[src/rtl/mgmt_gpio_bank.sv]
// rtl/mgmt_gpio_bank.sv - multi-channel management GPIO bank with blink and edge interrupts
module mgmt_gpio_bank #(
   parameter int NUM_GPIO    = 8,
   parameter int PERIOD_W    = 16,
   parameter int SYNC_STAGES = 2
) (
   input  logic                core_clk,
   input  logic                core_rst,
   input  logic                reg_stb,
   input  logic                reg_we,
   input  logic [2:0]          reg_addr,
   input  logic [31:0]         reg_wdata,
   output logic [31:0]         reg_rdata,
   output logic                reg_ack,
   input  logic [NUM_GPIO-1:0] gpio_in,
   output logic [NUM_GPIO-1:0] gpio_out,
   output logic [NUM_GPIO-1:0] gpio_oeb,
   output logic                irq
);

   localparam logic [2:0] ADDR_OUT      = 3'd0;
   localparam logic [2:0] ADDR_OE       = 3'd1;
   localparam logic [2:0] ADDR_IN       = 3'd2;
   localparam logic [2:0] ADDR_BLINK_EN = 3'd3;
   localparam logic [2:0] ADDR_PERIOD   = 3'd4;
   localparam logic [2:0] ADDR_MASK     = 3'd5;
   localparam logic [2:0] ADDR_STATUS   = 3'd6;
   localparam logic [2:0] ADDR_EDGE_SEL = 3'd7;
   localparam int         SYNC_W        = SYNC_STAGES * NUM_GPIO;

   logic [NUM_GPIO-1:0] out_reg;
   logic [NUM_GPIO-1:0] oe_reg;
   logic [NUM_GPIO-1:0] blink_en;
   logic [NUM_GPIO-1:0] irq_mask;
   logic [NUM_GPIO-1:0] irq_status;
   logic [NUM_GPIO-1:0] edge_sel;
   logic [PERIOD_W-1:0] period;
   logic [PERIOD_W-1:0] blink_count;
   logic                blink_phase;
   logic [SYNC_W-1:0]   sync_q;
   logic [NUM_GPIO-1:0] in_sync;
   logic [NUM_GPIO-1:0] in_prev;
   logic [NUM_GPIO-1:0] edge_hit;
   logic [NUM_GPIO-1:0] clr_mask;
   logic [NUM_GPIO-1:0] wdata_g;
   logic [PERIOD_W-1:0] wdata_p;
   logic [31:0]         rd_val;
   logic                access;
   logic                wr_en;
   logic                rd_en;
   logic                period_wr;
   logic                blink_any;
   logic                unused_wdata;

   // an access starts only when the previous one is not being acknowledged
   assign access    = reg_stb & ~reg_ack;
   assign wr_en     = access & reg_we;
   assign rd_en     = access & ~reg_we;
   assign wdata_g   = reg_wdata[NUM_GPIO-1:0];
   assign wdata_p   = reg_wdata[PERIOD_W-1:0];
   assign period_wr = wr_en && (reg_addr == ADDR_PERIOD);
   assign blink_any = |blink_en;
   // write-data bits above the register widths carry no meaning
   assign unused_wdata = ^reg_wdata;

   assign in_sync  = sync_q[SYNC_W-1 -: NUM_GPIO];
   assign edge_hit = (edge_sel & ~in_sync & in_prev) | (~edge_sel & in_sync & ~in_prev);
   assign clr_mask = (wr_en && (reg_addr == ADDR_STATUS)) ? wdata_g : '0;

   // read mux, zero-extended to the bus width
   always_comb begin
      rd_val = '0;
      case (reg_addr)
         ADDR_OUT:      rd_val[NUM_GPIO-1:0] = out_reg;
         ADDR_OE:       rd_val[NUM_GPIO-1:0] = oe_reg;
         ADDR_IN:       rd_val[NUM_GPIO-1:0] = in_sync;
         ADDR_BLINK_EN: rd_val[NUM_GPIO-1:0] = blink_en;
         ADDR_PERIOD:   rd_val[PERIOD_W-1:0] = period;
         ADDR_MASK:     rd_val[NUM_GPIO-1:0] = irq_mask;
         ADDR_STATUS:   rd_val[NUM_GPIO-1:0] = irq_status;
         ADDR_EDGE_SEL: rd_val[NUM_GPIO-1:0] = edge_sel;
      endcase
   end

   // bus acknowledge and read data, one cycle after the access starts
   always_ff @(posedge core_clk or posedge core_rst) begin
      if (core_rst) begin
         reg_ack   <= 1'b0;
         reg_rdata <= '0;
      end else begin
         reg_ack   <= access;
         reg_rdata <= rd_en ? rd_val : '0;
      end
   end

   // plain read/write control registers
   always_ff @(posedge core_clk or posedge core_rst) begin
      if (core_rst) begin
         out_reg  <= '0;
         oe_reg   <= '0;
         blink_en <= '0;
         period   <= '0;
         irq_mask <= '0;
         edge_sel <= '0;
      end else if (wr_en) begin
         case (reg_addr)
            ADDR_OUT:      out_reg  <= wdata_g;
            ADDR_OE:       oe_reg   <= wdata_g;
            ADDR_BLINK_EN: blink_en <= wdata_g;
            ADDR_PERIOD:   period   <= wdata_p;
            ADDR_MASK:     irq_mask <= wdata_g;
            ADDR_EDGE_SEL: edge_sel <= wdata_g;
            default: ;
         endcase
      end
   end

   // input synchroniser chain plus previous-value register for edge detection
   always_ff @(posedge core_clk or posedge core_rst) begin
      if (core_rst) begin
         sync_q  <= '0;
         in_prev <= '0;
      end else begin
         sync_q  <= {sync_q[SYNC_W-NUM_GPIO-1:0], gpio_in};
         in_prev <= in_sync;
      end
   end

   // sticky edge status; a new edge outranks a simultaneous write-1-to-clear
   always_ff @(posedge core_clk or posedge core_rst) begin
      if (core_rst) begin
         irq_status <= '0;
      end else begin
         irq_status <= (irq_status & ~clr_mask) | edge_hit;
      end
   end

   // registered interrupt request from masked status
   always_ff @(posedge core_clk or posedge core_rst) begin
      if (core_rst) begin
         irq <= 1'b0;
      end else begin
         irq <= |(irq_status & irq_mask);
      end
   end

   // shared blink divider: phase flips every PERIOD+1 enabled cycles
   always_ff @(posedge core_clk or posedge core_rst) begin
      if (core_rst) begin
         blink_count <= '0;
         blink_phase <= 1'b0;
      end else if (!blink_any) begin
         blink_count <= '0;
         blink_phase <= 1'b0;
      end else if (period_wr) begin
         blink_count <= '0;
      end else if (blink_count == period) begin
         blink_count <= '0;
         blink_phase <= ~blink_phase;
      end else begin
         blink_count <= blink_count + PERIOD_W'(1);
      end
   end

   // registered pad drive: blinking channels follow the shared phase
   always_ff @(posedge core_clk or posedge core_rst) begin
      if (core_rst) begin
         gpio_out <= '0;
         gpio_oeb <= '1;
      end else begin
         gpio_out <= (blink_en & {NUM_GPIO{blink_phase}}) | (~blink_en & out_reg);
         gpio_oeb <= ~oe_reg;
      end
   end

endmodule

[config.mk]
export PLATFORM = sky130hd
export DESIGN_NAME = mgmt_gpio_bank
export DESIGN_NICKNAME = d
export VERILOG_FILES = /design/src/rtl/mgmt_gpio_bank.sv
export SDC_FILE = /design/constraint.sdc
export NUM_CORES = 1
export LEC_CHECK = 0
export BUFFER_PORTS_ARGS = -buffer_cell sky130_fd_sc_hd__buf_4
export CAP_MARGIN = 15
export CELL_PAD_IN_SITES_DETAIL_PLACEMENT = 1
export CELL_PAD_IN_SITES_GLOBAL_PLACEMENT = 2
export CORE_MARGIN = 2
export CORE_UTILIZATION = 30
export CTS_CLUSTER_DIAMETER = 150
export CTS_CLUSTER_SIZE = 40
export DETAILED_ROUTE_END_ITERATION = 8
export PLACE_DENSITY_LB_ADDON = 0.05
export SYNTH_ARGS = -nofsm -noshare
export SYNTH_HDL_FRONTEND = slang
export SYNTH_SLANG_ARGS = --single-unit
[constraint.sdc]
create_clock -name core_clk -period 4.98 [get_ports core_clk]
set_input_delay 0.498 -clock core_clk [delete_from_list [all_inputs] [get_ports core_clk]]
set_output_delay 0.498 -clock core_clk [all_outputs]
set_load 0.02 [all_outputs]
==> results of run 1 <==
==> per-layer routing <==
| metal | up-vias | global-route usage, % | part of all wire [%] |
|---|---|---|---|
| met4 | 0 | 5.52 | 1.4 |
| met5 | - | 0 | 0 |
| met2 | 71 | 28.0 | 52 |
| li1 | 1822 | - | - |
| met1 | 2033 | 20.9 | 44 |
| met3 | 14 | 3.74 | 3.2 |
==> cells by family after synthesis <==
family | share of synthesized area, %
AND/OR/NAND/NOR | 11.5
XOR/XNOR | 4.45
multiplexers | 11.7
flip-flops | 59.0
buffers and inverters | 5.02
other | 0.0635
AO/OA/AOI/OAI | 8.02
adder cells (fa/ha/maj) | 0.212
==> synthesized netlist by cell type, types with 2 or more instances <==
cell      number  share of area [%]
a211oi_1       2               0.25
a21oi_1       12                1.0
a221oi_1       5               0.74
a22o_1         3               0.44
a22oi_1        5               0.64
and2_1         9               0.95
and3_1         2               0.21
buf_2          9               0.76
buf_4         16                2.0
clkbuf_1       9               0.57
dfrtp_1      131                 55
dfstp_2        8                3.6
inv_1         23                1.5
mux2_2        51                9.7
mux2i_1        7                1.2
mux4_2         2               0.76
nand2_1       45                2.9
nand2b_1       3               0.32
nand3_1        7               0.59
nand4_1        8               0.85
nor2_1        37                2.4
nor2_2         2               0.21
nor2b_1        4               0.42
nor4_1         4               0.42
nor4_2         2               0.42
o211ai_1       9                1.1
o21ai_0       33                2.8
o221a_2        2               0.38
or3_1          4               0.42
xnor2_1        6               0.89
xor2_1        24                3.6
==> layout by cell type, fill, tap and decap left out, types with 3 or more instances in the layout <==
cell type	Yosys	final
dfrtp_1	131	131
buf_4	16	65
mux2_2	51	51
nand2_1	45	45
nor2_1	37	37
o21ai_0	33	33
xor2_1	24	24
inv_1	23	22
clkbuf_16	0	17
conb_1	1	16
a21oi_1	12	12
and2_1	9	9
o211ai_1	9	9
nand4_1	8	8
dfstp_2	8	8
nand3_1	7	7
mux2i_1	7	7
xnor2_1	6	6
a221oi_1	5	5
a22oi_1	5	5
nor2b_1	4	4
or3_1	4	4
nor4_1	4	4
inv_6	0	4
nand2b_1	3	3
a22o_1	3	3
clkinvlp_4	0	3
clkbuf_8	0	3
==> worst reg2reg max path: stages, from the launching register on <==
cell and delay [ns]:
dfrtp_1 0.40, nor2b_4 0.20, nand4_2 0.69, nand3_1 0.84, nor2_1 0.14
==> stage by stage <==
step	total power, mW	util (%)	instance area [um^2]
2_1_floorplan	1.84	-	5970
4_1_cts	3.38	37.0	7180
6_report	3.32	37.0	7180
5_1_grt	3.51	37.0	7180
3_3_place_gp	2.05	33.9	6580
3_5_place_dp	2.07	33.9	6580
==> path summary, 6_finish.rpt <==
path / to / depth (start not counted) / startpoint / slack, ns
hold / removal: sync_q[2] / 1 / gpio_in[2] / 0.18
hold reg to reg: sync_q[9] / 0 / sync_q[1] / 0.35
max in group asynchronous: gpio_oeb[0] / 3 / core_rst / 3.56
min in group asynchronous: oe_reg[1] / 2 / core_rst / 0.27
setup reg to reg: blink_count[8] / 4 / reg_ack / 2.57
setup / recovery: blink_count[8] / 5 / reg_addr[0] / 2.37
==> final cells by class <==
cell class	instances	share of cell area [%]
clock buffers	20	6.50
clock inverters	12	1.90
inverters	23	1.27
multi-input cells	319	30.4
flip-flops and latches	139	48.6
well taps	265	4.62
repair buffers	65	6.79
==> power breakdown <==
group | switching (mW) | internal, mW
sequential | 0.175 | 1.32
clock | 0.507 | 0.782
combinational | 0.279 | 0.255
==> out/metrics.cfg, run 1 <==
[synthesis]
ys.flop_type = dfrtp_1
ys_types = 48
ys_warn_count = 0
avgSynthCellArea_um2 = 11.8
seq_area_frac_synth_pct = 59.0
synth_async_sr_flop_share_pct = 100
ys_ff_latch = 139
syn_inst = 501
synth_edf_count = 0
synth_area_um2 = 5910

[sta]
tightest_slew_ns = 0.932
fmax_mhz = 383
hold_viol = 0
slew_headroom_pct = 37.9
fin_crit_sh_pct = 52.4
timing.final.ws_setup_ns = 2.37
setup_viol = 0
fin_skew_ns = 0.00668
timing.final.max_slew_violations = 0
hold_ws_ns = 0.183
final.min_clock_period_ns = 2.61
tns_ns = 0
grt_setup_unrepaired = no

[finish]
multi_input_area_um2 = 2180
n_antenna_cell = 0
nets = 613
fin_cells = 843
fill_cells = 2128
area_delta_synth_final_pct = 21.6
register_area_um2 = 3490
drive_gt1_share_pct = 29.4

[clocking]
cts.clk_slew.worst_paths_ns = 0.06
clk_latency_ns = 0.42
cts_resized = 0
cts_root_buffer = clkbuf_16
cts_sinks = 139
h-tree-depth = 4
clk_path_buf_depth = 2
ctsHoldBuffers = 0
cts_tree = done
cts-buffers-inserted = 17
post_cts.repair.setup_buffers = 0

[worst_setup_path]
critPathSlowestCell = nand3_1
critical_path.cell_chain = buf_4, inv_1, nand4_2, nand3_1, nor2_1
cp_data_required_time_ns = 5.25
end_kind = flop
cpPeakStageDelay_ns = 0.83
worst_setup_path_start_kind = input port
worstPathMaxFanout = 26
cpLargestDelayFamily = simple AND/OR/NAND/NOR gates
cp_num_buf_inv = 2
criticalPathCategory = input port to flop
worst_ep_arrival_time_ns = 2.88

[placed_design]
hpwl_um = 11100
place_ws_ns = 1.89
dp_cells = 811
io_buffers = 64
place_congestion = 0.728

[floorplanning]
initial_core_util_pct = 30.5
row_count = 51
die_area_um2 = 20800
io_pins = 97
core_um2 = 19400
die_w_um = 144
die_y_um = 144

[global_route]
gr-total-overflow = 0
grt_pass1_wl_um = 25200
antenna_found_initial = 0
grt_pass1_vias = 4303
gr-usage-all-layers_pct = 16.5
grt_start_max_net_pins = 101

[detailed_routing]
vias = 3940
drt-total-wl_um = 15900
dr.pass1.iters = 4
drc = 0
via_per_inst = 4.67
wire_per_inst_um = 18.9
drtIter0Drc = 140
drtAntennaViolNets = 0

[power]
power.density_nw_per_um2 = 462
leakagePower_nw = 3.32
irDropWorstVdd_mv = 0.206

[hold_path]
hp-class = input port to flop

[outcome]
status = completed

[job]
max_cap_viol_count = 0

Note: power is estimated with default switching activity, not from simulation.
==> inputs of run 2 (changes only) <==
Clock period 4.98 ns to 2.2 ns, I/O delays scaled along.
==> run 2 against run 1 <==
Effect of this change: sequential share of layout area shrank 1.2 points; sequential power is 130% higher; utilization up 0.96 points; critical path depth is the same; first-iteration DRC count down 9.3%; cell count rose by 2.5%; die area unchanged; clock power increased by 120%; clock skew grew 0.0035 ns; via count is 0.58% higher; largest cell class unchanged.
==> out/metrics.cfg, run 2 (synthesis gave the netlist of run 1 again) <==
[outcome]
status = completed  ; unchanged

[detailed_routing]
via_per_inst = 4.59  ; was 4.67
wire_per_inst_um = 18.4  ; was 18.9 um
vias = 3963  ; was 3940
dr.pass1.iters = 4  ; unchanged
drc = 0  ; unchanged
drtAntennaViolNets = 0  ; unchanged
drt-total-wl_um = 15900  ; about the same
drtIter0Drc = 127  ; was 140

[worst_setup_path]
timing.rr.start = blink_count[8]  ; was reg_ack
cp_data_required_time_ns = 2.56  ; was 5.25 ns
r2r-end = blink_phase  ; was blink_count[8]
r2r_cells = 5  ; was 4
reg2reg_setup_slack_ns = 0.29  ; was 2.57 ns
worst_ep_arrival_time_ns = 2.26  ; was 2.88 ns
worstPathMaxFanout = 6  ; was 26
worst_setup_path_start_kind = flop  ; was input port
criticalPathCategory = flop to flop  ; was input port to flop
crit_path_start = blink_count[8]  ; was reg_addr[0]
end_kind = flop  ; unchanged

[floorplanning]
initial_core_util_pct = 30.5  ; unchanged
die_w_um = 144  ; unchanged
io_pins = 97  ; unchanged
row_count = 51  ; unchanged
die_area_um2 = 20800  ; unchanged
core_um2 = 19400  ; unchanged
die_y_um = 144  ; unchanged

[power]
pwr-share-clk_pct = 38.1  ; was 38.8%
p_sw_mw = 2.18  ; was 0.960 mW
irDropWorstVdd_mv = 0.506  ; was 0.206 mV
combPwrFrac_pct = 16.5  ; was 16.1%
leakagePower_nw = 3.42  ; was 3.32 nW
intPower_mw = 5.29  ; was 2.36 mW
power.density_nw_per_um2 = 1010  ; was 462 nW/um^2
p_seq_share_pct = 45.3  ; was 45.1%
swShare_pct = 29.2  ; was 28.9%

[finish]
n_antenna_cell = 0  ; unchanged
fin_cells = 864  ; was 843
fin_area_um2 = 7370  ; was 7180 um^2
area_delta_synth_final_pct = 24.7  ; was 21.6%
drive_gt1_share_pct = 30.4  ; was 29.4%
final_common_cell = dfrtp_1  ; unchanged
nets = 634  ; was 613
layout_common_cells = 131 x dfrtp_1, 75 x buf_4, 51 x mux2_2, 45 x nand2_1, 37 x nor2_1  ; was 131 x dfrtp_1, 65 x buf_4, 51 x mux2_2, 45 x nand2_1, 37 x nor2_1

[clocking]
cts-buffers-inserted = 17  ; unchanged
cts.clk_slew.worst_paths_ns = 0.06  ; about the same
h-tree-depth = 4  ; unchanged
cts_sinks = 139  ; unchanged
cts_resized = 0  ; unchanged
cts_tree = done  ; unchanged
cts_root_buffer = clkbuf_16  ; unchanged
clk_path_buf_depth = 2  ; unchanged
clk_latency_ns = 0.42  ; about the same

[job]
max_cap_viol_count = 0  ; unchanged

[global_route]
grt_pass1_wl_um = 25000  ; was 25200 um
antenna_found_initial = 0  ; unchanged
grt_pass1_vias = 4398  ; was 4303
grt_start_max_net_pins = 71  ; was 101
gr-total-overflow = 0  ; unchanged
gr-usage-all-layers_pct = 16.4  ; was 16.5%

[sta]
hold_viol = 0  ; unchanged
grt_setup_unrepaired = no  ; unchanged
tightest_slew_ns = 0.711  ; was 0.932 ns
tns_ns = 0  ; unchanged
fin_skew_ns = 0.0102  ; was 0.00668 ns
setup_viol = 0  ; unchanged
slew_headroom_pct = 52.6  ; was 37.9%
final.min_clock_period_ns = 1.91
hold_ws_ns = 0.0351  ; was 0.183 ns
fin_crit_sh_pct = 86.8
fmax_mhz = 524
timing.final.max_slew_violations = 0  ; unchanged

[hold_path]
hp-class = input port to flop  ; unchanged
holdPathEnd = period[15]  ; was sync_q[2]
hold_depth = 2  ; was 1
hold_start = reg_wdata[15]  ; was gpio_in[2]

[placed_design]
hpwl_um = 11200  ; was 11100 um
dp_cells = 823  ; was 811
place_area_um2 = 6690  ; was 6580 um^2
place_congestion = 0.733  ; was 0.728
io_buffers = 64  ; unchanged

-- run 2: changes by cell type in the layout (fill, tap and decap cells not counted), sizes merged --
cell         delta
buf            +12
clkbuf          -2
clkinv          +4
clkinvlp        +1
dlygate4sd3     +9
inv             -3
-- run 2: cell type report --
cell class	instances	area, um^2
fill	2122	12000
sequential	139	3490
multi-input combinational	319	2180
timing repair buffer	86	693
clock buffer	18	439
tap	265	332
clock inverter	14	146
inverter	23	90.1
-- run 2: critical path: stages, from the launching register on --
cell     delay (ns)
dfrtp_1        0.46
xor2_1         0.19
nor4_1         0.35
nand4_1        0.24
or4b_1         0.52
nand2_1        0.08
-- run 2: power groups by stage --
stage               Sequential [mW]  Clock (mW)  Combinational, mW
finish                         3.39        2.85               1.24
global route                   3.45        3.06               1.38
CTS                            3.40        2.94               1.27
detailed placement             3.45           0               1.25
global placement               3.43           0               1.23
floorplan                      3.40           0              0.757
-- run 2: what timing repair did --
action                                 in CTS  in global routing
endpoints found under the hold margin     139                  0
hold buffers                                9                  0
setup buffers                               0                  0
-- run 2: worst max-delay path by stage --
stage	cells past startpoint	slack, ns	to
after detailed placement	5	0.30	blink_phase
after global routing	5	0.16	blink_phase
after global placement	5	0.32	blink_phase
after CTS	5	0.26	blink_phase
after floorplan	1	0.25	blink_count[0]
final	5	0.29	blink_phase
-- run 2: per-layer routing --
layer	global-route usage, %	up-vias	routed length, um
li1	-	1859	-
met1	20.2	2022	7120
met2	28.5	69	8150
met3	4.40	13	466
met4	4.34	0	162
met5	0	-	0
-- run 2: metrics by stage --
stage          power (mW)  setup slack, ns  util, %
3_5_place_dp         4.70            0.302     34.5
2_1_floorplan        4.15            0.251        -
6_report             7.47            0.291     38.0
3_3_place_gp         4.66            0.325     34.5
5_1_grt              7.89            0.158     38.0
4_1_cts              7.62            0.261     38.0
==> inputs of run 3 (changes only) <==
Settings changed: CORE_UTILIZATION 30 to 33.
==> run 3 against run 2 <==
Effect of this change: global-route usage increased by 1.3 points; die area decreased by 8.8%; first-iteration DRC count increased by 38%; utilization increased by 4.6 points; highest routed layer unchanged.
==> out/metrics.cfg, run 3 (synthesis gave the netlist of run 1 again) <==
[power]
leakagePower_nw = 3.46  ; was 3.42 nW
p_sw_mw = 2.19  ; was 2.18 mW
intPower_mw = 5.65  ; was 5.29 mW
pwr-share-clk_pct = 40.8  ; was 38.1%
power.density_nw_per_um2 = 1060  ; was 1010 nW/um^2
swShare_pct = 27.9  ; was 29.2%
irDropWorstVdd_mv = 0.542  ; was 0.506 mV
p_seq_share_pct = 42.9  ; was 45.3%
combPwrFrac_pct = 16.2  ; was 16.5%

[floorplanning]
initial_core_util_pct = 33.9  ; was 30.5%
die_area_um2 = 19000  ; was 20800 um^2
die_y_um = 138  ; was 144 um
die_w_um = 138  ; was 144 um
core_um2 = 17400  ; was 19400 um^2
row_count = 48  ; was 51
io_pins = 97  ; unchanged

[clocking]
cts_resized = 0  ; unchanged
cts_root_buffer = clkbuf_16  ; unchanged
clk_latency_ns = 0.42  ; about the same
cts_tree = done  ; unchanged
cts-buffers-inserted = 17  ; unchanged
cts.clk_slew.worst_paths_ns = 0.06  ; about the same
h-tree-depth = 4  ; unchanged
clk_path_buf_depth = 2  ; unchanged
cts_sinks = 139  ; unchanged

[placed_design]
place_congestion = 0.765  ; was 0.733
dp_cells = 785  ; was 823
place_ws_ns = 0.299  ; was 0.302 ns
io_buffers = 64  ; unchanged
place_area_um2 = 6670  ; was 6690 um^2
hpwl_um = 10900  ; was 11200 um

[finish]
fin_area_um2 = 7420  ; was 7370 um^2
layout_common_cells = 131 x dfrtp_1, 76 x buf_4, 51 x mux2_2, 45 x nand2_1, 37 x nor2_1  ; was 131 x dfrtp_1, 75 x buf_4, 51 x mux2_2, 45 x nand2_1, 37 x nor2_1
n_antenna_cell = 0  ; unchanged
drive_gt1_share_pct = 30.4  ; about the same
nets = 636  ; was 634
area_delta_synth_final_pct = 25.6  ; was 24.7%
post-route-util_pct = 42.6  ; was 38.0%
fill_cells = 1888  ; was 2122
fin_cells = 826  ; was 864
final_common_cell = dfrtp_1  ; unchanged

[worst_setup_path]
reg2reg_setup_slack_ns = 0.28  ; was 0.29 ns
criticalPathCategory = flop to flop  ; unchanged
cp_data_required_time_ns = 2.55  ; was 2.56 ns
critical_path.cell_chain = xor2_1, nor4_1, nand4_1, or4b_1, nand2_1  ; unchanged
cp_num_buf_inv = 0  ; unchanged
cpLargestDelayFamily = simple AND/OR/NAND/NOR gates  ; unchanged
critPathSlowestCell = or4b_1  ; unchanged
cpPeakStageDelay_ns = 0.50  ; was 0.52 ns
worstPathMaxFanout = 3  ; was 6
end_kind = flop  ; unchanged
worst_setup_path_start_kind = flop  ; unchanged
worst_ep_arrival_time_ns = 2.27  ; was 2.26 ns

[sta]
tightest_slew_ns = 0.618  ; was 0.711 ns
setup_viol = 0  ; unchanged
hold_viol = 0  ; unchanged
tns_ns = 0  ; unchanged
timing.final.ws_setup_ns = 0.279  ; was 0.291 ns
final.min_clock_period_ns = 1.92  ; was 1.91 ns
fin_skew_ns = 0.00862  ; was 0.0102 ns
timing.final.max_slew_violations = 0  ; unchanged
grt_setup_unrepaired = no  ; unchanged
slew_headroom_pct = 58.7  ; was 52.6%
fin_crit_sh_pct = 87.3  ; was 86.8%
fmax_mhz = 521  ; was 524 MHz

[global_route]
grt_pass1_vias = 4168  ; was 4398
antenna_found_initial = 0  ; unchanged
grt_pass1_wl_um = 24500  ; was 25000 um
gr-total-overflow = 0  ; unchanged
grt_start_max_net_pins = 38  ; was 71
gr-usage-all-layers_pct = 17.7  ; was 16.4%

[outcome]
status = completed  ; unchanged

[detailed_routing]
drtAntennaViolNets = 0  ; unchanged
drc = 0  ; unchanged
vias = 3986  ; was 3963
drtIter0Drc = 175  ; was 127
dr.pass1.iters = 4  ; unchanged
via_per_inst = 4.83  ; was 4.59
wire_per_inst_um = 18.8  ; was 18.4 um
drt-total-wl_um = 15500  ; was 15900 um

[hold_path]
hp-class = input port to flop  ; unchanged

[job]
max_cap_viol_count = 0  ; unchanged

[run 3: cell types whose count changed in the layout (fill, tap and decap cells not counted)]
cell	delta
buf_12	+1
clkinv_2	-4
buf_4	+1
clkbuf_1	+1
bufinv_16	+3
[run 3: routing by layer]
metal	track usage, %	routed length [um]	up-vias
li1	-	-	1871
met1	25.3	7530	1998
met2	26.5	6980	105
met3	3.94	783	12
met4	5.84	196	0
met5	0	0	-
[run 3: final timing paths]
path	from	to	depth (start not counted)
max reg2reg	period[1]	blink_phase	5
max in group asynchronous	core_rst	gpio_oeb[7]	4
min	reg_wdata[13]	period[13]	2
min in group asynchronous	core_rst	blink_count[3]	3
max	period[1]	blink_phase	5
min reg2reg	sync_q[2]	sync_q[10]	0
[run 3: area by class of cell]
type                            instances  area, um^2  area share, %
Clock inverter                         13         216           2.92
Tap cell                              225         282           3.79
Timing Repair Buffer                   88         721           9.71
Inverter                               23        90.1           1.21
Sequential cell                       139        3490           47.0
Clock buffer                           19         443           5.97
Multi-Input combinational cell        319        2180           29.4
[run 3: what timing repair did]
item,in CTS,in global routing
buffers inserted,0,0
hold buffers,9,0
endpoints found under the hold margin,26,0
[run 3: power groups by stage]
stage,Combinational (mW),Clock [mW],Sequential (mW)
2_1_floorplan,0.757,0,3.40
3_3_place_gp,1.24,0,3.40
3_5_place_dp,1.27,0,3.43
4_1_cts,1.29,3.28,3.38
5_1_grt,1.42,3.38,3.44
6_report,1.27,3.20,3.37
[run 3: per-stage QoR]
step	hold WS, ns	power [mW]
finish	0.0310	7.84
CTS	0.0105	7.96
detailed placement	0.330	4.70
floorplan	0.251	4.15
global placement	0.326	4.65
global route	0.0159	8.24
